[config.mk]
export PLATFORM = sky130hd
export DESIGN_NAME = conv2_sched
export DESIGN_NICKNAME = d
export VERILOG_FILES = /design/src/rtl/conv2_sched.sv
export SDC_FILE = /design/constraint.sdc
export NUM_CORES = 1
export LEC_CHECK = 0
export ABC_AREA = 1
export BUFFER_PORTS_ARGS = -buffer_cell sky130_fd_sc_hd__buf_2
export CAP_MARGIN = 0
export CELL_PAD_IN_SITES_DETAIL_PLACEMENT = 1
export CELL_PAD_IN_SITES_GLOBAL_PLACEMENT = 1
export CORE_MARGIN = 5
export CORE_UTILIZATION = 37
export DETAILED_ROUTE_END_ITERATION = 10
export PLACE_DENSITY = 0.83
export SYNTH_ARGS = -nofsm -noshare
export SYNTH_HDL_FRONTEND = slang
export SYNTH_SLANG_ARGS = --single-unit
[constraint.sdc]
create_clock -name clk -period 2.6 [get_ports clk]
set_input_delay 0 -clock clk [delete_from_list [all_inputs] [get_ports clk]]
set_output_delay 0 -clock clk [all_outputs]
set_load 0.005 [all_outputs]
[src/rtl/conv2_sched.sv]
// conv2_sched: layer-pass sequencer for the conv2 datapath (fetch, launch, wait, accumulate, hand off).
// Optional busy-cycle counter enabled with `define CONV2_SCHED_PERF_EN.
module conv2_sched #(
    parameter int NUM_PAIRS = 9,
    parameter int DP_LAT    = 2
) (
    input  logic        clk,
    input  logic        rst,
    input  logic        start,
    input  logic        abort,
    output logic        busy,
    output logic        done,
    output logic [3:0]  pair_idx,
    output logic        ker_req,
    input  logic        ker_ack,
    output logic        dp_valid,
    output logic        acc_en,
    output logic        acc_clr,
    output logic        out_valid,
    input  logic        out_ready,
    output logic [15:0] perf_cycles
);

    typedef enum logic [2:0] {
        IDLE, FETCH, LAUNCH, WAIT, ACCUM, OUTPUT
    } state_t;

    localparam logic [3:0] LAST  = 4'(NUM_PAIRS - 1);
    localparam logic [3:0] WLOAD = 4'(DP_LAT - 1);

    state_t     state;
    logic [3:0] wcnt;

    always_ff @(posedge clk) begin
        if (rst) begin
            state     <= IDLE;
            pair_idx  <= '0;
            wcnt      <= '0;
            busy      <= 1'b0;
            done      <= 1'b0;
            ker_req   <= 1'b0;
            dp_valid  <= 1'b0;
            acc_en    <= 1'b0;
            acc_clr   <= 1'b0;
            out_valid <= 1'b0;
        end else begin
            done     <= 1'b0;
            dp_valid <= 1'b0;
            acc_en   <= 1'b0;
            acc_clr  <= 1'b0;
            if (abort && state != IDLE) begin
                state     <= IDLE;
                busy      <= 1'b0;
                ker_req   <= 1'b0;
                out_valid <= 1'b0;
            end else begin
                unique case (state)
                    IDLE: begin
                        if (start) begin
                            state    <= FETCH;
                            pair_idx <= '0;
                            busy     <= 1'b1;
                            ker_req  <= 1'b1;
                        end
                    end
                    FETCH: begin
                        if (ker_ack) begin
                            state    <= LAUNCH;
                            ker_req  <= 1'b0;
                            dp_valid <= 1'b1;
                        end
                    end
                    LAUNCH: begin
                        state <= WAIT;
                        wcnt  <= WLOAD;
                    end
                    WAIT: begin
                        if (wcnt == 4'd0) begin
                            state   <= ACCUM;
                            acc_en  <= 1'b1;
                            acc_clr <= (pair_idx == 4'd0);
                        end else begin
                            wcnt <= wcnt - 4'd1;
                        end
                    end
                    ACCUM: begin
                        if (pair_idx == LAST) begin
                            state     <= OUTPUT;
                            out_valid <= 1'b1;
                        end else begin
                            state    <= FETCH;
                            pair_idx <= pair_idx + 4'd1;
                            ker_req  <= 1'b1;
                        end
                    end
                    OUTPUT: begin
                        if (out_ready) begin
                            state     <= IDLE;
                            out_valid <= 1'b0;
                            busy      <= 1'b0;
                            done      <= 1'b1;
                        end
                    end
                    default: begin
                        state <= IDLE;
                        busy  <= 1'b0;
                    end
                endcase
            end
        end
    end

`ifdef CONV2_SCHED_PERF_EN
    logic [15:0] pcnt;

    // Cleared on start acceptance; saturates instead of wrapping.
    always_ff @(posedge clk) begin
        if (rst) begin
            pcnt <= '0;
        end else if (state == IDLE && start) begin
            pcnt <= '0;
        end else if (busy && pcnt != 16'hFFFF) begin
            pcnt <= pcnt + 16'd1;
        end
    end

    assign perf_cycles = pcnt;
`else
    assign perf_cycles = '0;
`endif

endmodule

==> results_dict.tcl, run 1 <==
set metrics [dict create \
    r2r_end "pair_idx[1]" \
    hold_path_class "in -> reg" \
    start_kind "flop" \
    path_class "reg -> reg" \
    cp-startpoint "pair_idx[0]" \
    netlist_top_cells_count "33 x nand2_1, 30 x nor2_1, 24 x inv_1" \
    drt_iter0_markers 36 \
    yosysWarnings 0 \
    synth.most_common_cell "nand2_1" \
    rrSetupSlack_ns 1.04 \
    power.internal_mw 0.533 \
    setup_viol 0 \
    grt_pass1_wl_um 4670 \
    crit_path_end_kind "flop" \
    ys_seq_area_share_pct 33.3 \
    synthesis.area_mm2 0.00108 \
    fin_ws_ns 1.04 \
    grt_setup_unrepaired "no" \
    row_count 19 \
    insertion_delay_ns 0.30 \
    dp_worst_setup_slack_ns 1.08 \
    grt_pass1_vias 1041 \
    rr_startpoint "pair_idx[0]" \
    critical_path_required_ns 2.84 \
    htree_levels 1 \
    antenna_found_initial 0 \
    synth_area_leaders "dfxtp_1 33%, buf_4 12%, nand2_1 11%, nor2_1 10%, inv_1 8.3%" \
    synth_top_flop_cell "dfxtp_1" \
    period_share_pct 60.2 \
    ys_types 19 \
    cp_max_fo 6 \
    wl_per_cell_um 13.1 \
    worst_r2r_path_depth 7 \
    ys_async_sr_fraction_pct 0 \
    power_density_mw_per_mm2 784 \
    ys_ff_latch 18 \
    cts_buffer_depth 2 \
    first_pass_iters 4 \
    skew_ns 0.00197 \
    synth_area_leader_cell "dfxtp_1" \
    p_leak_nw 0.631 \
    pin_count 33 \
    antenna_left 0 \
    wirelength_um 2840 \
    gp_congestion 0.894 \
    cpPeakStageDelay_ns 0.46 \
    clockRootBuffer "clkbuf_4" \
    cts_resized 0 \
    coreArea_mm2 0.00278 \
    ir_drop_mv 0.563 \
    n_antenna_cell 0 \
    swShare_pct 42.8 \
    synth_cells 166 \
    drv_cap 0 \
    fp.dieW_um 64.1 \
    numClockSinks 18 \
    cts_tree "done" \
    crit_path_end "pair_idx[1]" \
    drc 0 \
    path_clk_slew_ns 0.11 \
    seqPwrFrac_pct 39.0 \
    post_synth.cell_area_avg_um2 6.53 \
    cts_made_buffers 3 \
    drive_above_1_share_pct 13.4 \
    period_needed_ns 1.56 \
    dieArea_mm2 0.00411 \
    crit_chain "inv_1, ha_1, nand3_1, nor2_1, nor2_1, nand3_1, a21oi_1" \
    critPathArrivalTime_ns 1.80 \
    postPlaceCellArea_mm2 0.00113 \
    clockPowerShare_pct 19.2 \
    synth_edf_count 0 \
    status "complete, no violations" \
    clock.fmax_mhz 639 \
    hold_viol 0 \
    initial_core_util_pct 39.0 \
    hpwl_um 2320 \
    portBuffers 16 \
    vias 1024 \
    grt_max_degree 11 \
    die_y_um 64.1 \
    final_cell_area_mm2 0.00119 \
    p_sw_mw 0.398 \
    overflow 0 \
    post_cts_buffers 0 \
    syn_to_final_growth_pct 9.58 \
    maxSlewViolCount 0 \
    drt-vias-per-instance 4.72 \
    yosysTopAreaCellShare_pct 33.3 \
    pwr-share-comb_pct 41.8 \
    nets 197 \
    setup_tns_ns 0 \
    slowest_stage "dfxtp_1" \
    track_usage_pct 14.2 \
]
==> worst min path at each step <==
stage                     startpoint  depth (start not counted)     endpoint
after floorplan                  rst                          1  pair_idx[0]
after global placement           rst                          2  pair_idx[2]
after detailed placement         rst                          2  pair_idx[2]
after CTS                    ker_ack                          3     dp_valid
after global routing         ker_ack                          3     dp_valid
final                        ker_ack                          3     dp_valid
==> per-stage QoR <==
stage          hold slack [ns]  total power [mW]  util (%)  std cells
3_5_place_dp             0.219             0.753      40.7        211
3_3_place_gp             0.207             0.727      40.7        211
6_report                0.0475             0.931      42.7        217
5_1_grt                 0.0214              1.01      42.7        217
2_1_floorplan           0.0691             0.653         -        181
4_1_cts                 0.0405             0.936      42.7        217
==> area by class of cell <==
class / count / area (µm²)
inverters: 25 / 93.8
clock buffers: 4 / 36.3
repair buffers: 18 / 100
well taps: 31 / 38.8
flip-flops and latches: 18 / 360
multi-input cells: 121 / 558
fillers: 384 / 1590
==> timing repair <==
action | CTS | global route
endpoints found under the hold margin | 4 | 0
endpoints found under the setup margin | 0 | 0
hold buffers | 2 | 0
==> worst max-delay path, delay by kind of cell, from the launching register on <==
family,cells,cell delay (ns)
AOI/OAI and AO/OA,1,0.14
adders and majority gates,1,0.22
buffers and inverters,1,0.07
DFF,1,0.46
and+or+nand+nor,4,0.61
==> flip-flops by register name, indices dropped and copies added, names as in the netlist <==
register   count
out_valid      1
acc_clr        1
done           1
dp_valid       1
busy           1
pair_idx       4
state          3
acc_en         1
ker_req        1
wcnt           4
==> power by group through the flow <==
| stage | registers [mW] | logic, mW | clock network (mW) |
|---|---|---|---|
| 2_1_floorplan | 0.355 | 0.297 | 0 |
| 3_3_place_gp | 0.366 | 0.360 | 0 |
| 3_5_place_dp | 0.368 | 0.385 | 0 |
| 4_1_cts | 0.363 | 0.390 | 0.184 |
| 5_1_grt | 0.370 | 0.440 | 0.205 |
| 6_report | 0.363 | 0.389 | 0.179 |
==> cells by family after synthesis <==
kind of cell	after synthesis	synth area share, %
buffers and inverters	42	20.4
AND/OR/NAND/NOR	84	32.7
other	1	0.346
adder cells (fa/ha/maj)	4	4.62
AO/OA/AOI/OAI	17	8.66
flip-flops	18	33.3
==> cells in the final DEF, fill, tap and decap left out <==
| cell type | Yosys | layout |
|---|---|---|
| nand3b_1 | 2 | 2 |
| o211ai_1 | 1 | 1 |
| clkbuf_4 | 0 | 3 |
| nand3_2 | 1 | 1 |
| nand2_2 | 1 | 1 |
| clkbuf_8 | 0 | 1 |
| nor2_1 | 30 | 30 |
| ha_1 | 4 | 4 |
| buf_2 | 0 | 16 |
| conb_1 | 1 | 16 |
| nor3_1 | 4 | 4 |
| a21oi_1 | 9 | 9 |
| o21ai_0 | 5 | 5 |
| nand3_1 | 12 | 12 |
| a21oi_2 | 1 | 1 |
| o21bai_1 | 1 | 1 |
| nor2_2 | 1 | 1 |
| dlygate4sd3_1 | 0 | 2 |
| inv_2 | 1 | 1 |
| nand2_1 | 33 | 33 |
| inv_1 | 24 | 24 |
| dfxtp_1 | 18 | 18 |
==> per-layer routing <==
layer | global-route usage, % | vias to the layer above | share of wire (%)
met2 | 25.0 | 26 | 50
li1 | - | 522 | -
met3 | 4.20 | 6 | 5.8
met4 | 4.58 | 0 | 2.3
met5 | 0 | - | 0
met1 | 16.2 | 470 | 42
Power figures use the tool's default switching activity.
==> run 2, diff against run 1 <==
--- a/config.mk
+++ b/config.mk
@@ -11,9 +11,9 @@
 export CELL_PAD_IN_SITES_DETAIL_PLACEMENT = 1
 export CELL_PAD_IN_SITES_GLOBAL_PLACEMENT = 1
 export CORE_MARGIN = 5
-export CORE_UTILIZATION = 37
+export CORE_UTILIZATION = 31
 export DETAILED_ROUTE_END_ITERATION = 10
-export PLACE_DENSITY = 0.83
+export PLACE_DENSITY = 0.75
 export SYNTH_ARGS = -nofsm -noshare
 export SYNTH_HDL_FRONTEND = slang
 export SYNTH_SLANG_ARGS = --single-unit
==> constraint.sdc (replaced) <==
create_clock -name clk -period 1.4 [get_ports clk]
set_input_delay 0 -clock clk [delete_from_list [all_inputs] [get_ports clk]]
set_output_delay 0 -clock clk [all_outputs]
set_load 0.005 [all_outputs]
==> run 2 against run 1 <==
Net effect: sequential power rose by 84%; die area rose by 16%; combinational power rose by 110%; clock-buffer cell count did not move; worst setup slack got worse by 0.98 ns; clock power rose by 86%; largest cell class unchanged.
==> results_dict.tcl, run 2 (synthesis gave the netlist of run 1 again) <==
set metrics [dict create \
    fp.dieW_um 69.1 \
    die_y_um 69.1 \
    worst_r2r_path_depth 6 \
    maxSlewViolCount 0 \
    cts_buffer_depth 2 \
    cts_tree "done" \
    drt-vias-per-instance 4.30 \
    htree_levels 1 \
    antenna_found_initial 0 \
    setup_viol 0 \
    initial_core_util_pct 32.2 \
    drc 0 \
    cp_max_fo 5 \
    hold_path_class "in -> reg" \
    dieArea_mm2 0.00478 \
    nets 208 \
    clock.fmax_mhz 742 \
    hold_viol 0 \
    first_pass_iters 4 \
    coreArea_mm2 0.00336 \
    drive_above_1_share_pct 19.8 \
    final_cell_area_mm2 0.00129 \
    min_path_cells 3 \
    start_kind "flop" \
    status "complete, no violations" \
    cts_made_buffers 3 \
    path_class "reg -> reg" \
    pin_count 33 \
    post_cts_buffers 0 \
    grt_setup_unrepaired "yes" \
    row_count 21 \
    hpwl_um 2230 \
    insertion_delay_ns 0.30 \
    clockRootBuffer "clkbuf_4" \
    grt_max_degree 11 \
    final_cell_mix "33 x nand2_1, 28 x nor2_1, 24 x inv_1" \
    grt_pass1_wl_um 4600 \
    overflow 0 \
    antenna_left 0 \
    crit_path_end_kind "flop" \
    grt_pass1_vias 1112 \
    final_common_cell "nand2_1" \
    path_clk_slew_ns 0.10 \
    p_leak_nw 0.685 \
    top_regs "pair_idx (4), wcnt (4), state (3)" \
    period_needed_ns 1.35 \
    numClockSinks 18 \
    drv_cap 0 \
    period_share_pct 96.2 \
    wl_per_cell_um 11.1 \
    ir_drop_mv 0.467 \
    track_usage_pct 11.8 \
    nFillCells 482 \
    skew_ns 0.000508 \
    postPlaceCellArea_mm2 0.00123 \
    critPathArrivalTime_ns 1.56 \
    vias 1045 \
    drt_iter0_markers 9 \
    power_density_mw_per_mm2 1410 \
    final_core_util_pct 38.5 \
    wirelength_um 2710 \
    portBuffers 16 \
    critical_path_required_ns 1.61 \
    n_antenna_cell 0 \
    gp_congestion 0.811 \
    syn_to_final_growth_pct 19.5 \
]
==> run 2: changes by cell type in the layout (fill, tap and decap cells not counted), sizes merged <==
| cell | delta |
|---|---|
| buf | +11 |
==> run 2: power by group <==
part / internal (mW) / switching, mW
clock: 0.159 / 0.174
sequential: 0.598 / 0.0713
combinational: 0.333 / 0.490
==> run 2: through the flow <==
stage	TNS (ns)	setup WS [ns]	hold slack [ns]	instances	power [mW]
2_1_floorplan	0	0.177	0.0691	181	1.21
3_3_place_gp	0	0.0498	0.216	237	1.48
3_5_place_dp	0	0.00520	0.217	237	1.50
4_1_cts	0	0.0126	0.00221	243	1.85
5_1_grt	-0.117	-0.0424	0.0234	243	1.99
6_report	0	0.0525	0.0154	243	1.82
==> run 2: final cells by class <==
type	instances	area, µm²	area share, %
Multi-Input combinational cell	121	563	43.5
Tap cell	46	57.6	4.44
Sequential cell	18	362	27.9
Timing Repair Buffer	29	183	14.1
Clock buffer	4	36.3	2.80
Inverter	25	93.8	7.25
==> run 2: worst max-delay path, stage by stage (launching register included) <==
cell and delay, ns:
dfxtp_1 0.37, nor2_1 0.25, nand2_1 0.16, nor2_1 0.20
nor2_2 0.09, a21oi_1 0.13, nor2_1 0.05
==> run 2: path summary, 6_finish.rpt <==
kind / startpoint / endpoint / slack, ns
worst max-delay path: state[1] / ker_req / 0.05
worst min-delay path: ker_ack / dp_valid / 0.02
worst max register to register: state[1] / ker_req / 0.05
worst min register to register: out_valid / out_valid / 0.49
==> run 2: repair_timing <==
item | 4_1_cts | 5_1_grt
hold buffers | 2 | 0
gates resized for setup | 1 | 2
endpoints found under the hold margin | 4 | 0
endpoints found under the setup margin | 3 | 9
==> run 2: metal layers <==
metal	up-vias	global-route usage, %	wire length, µm
li1	541	-	-
met1	484	12.7	1210
met2	15	21.9	1380
met3	5	2.18	66
met4	0	5.21	51
met5	-	0	0
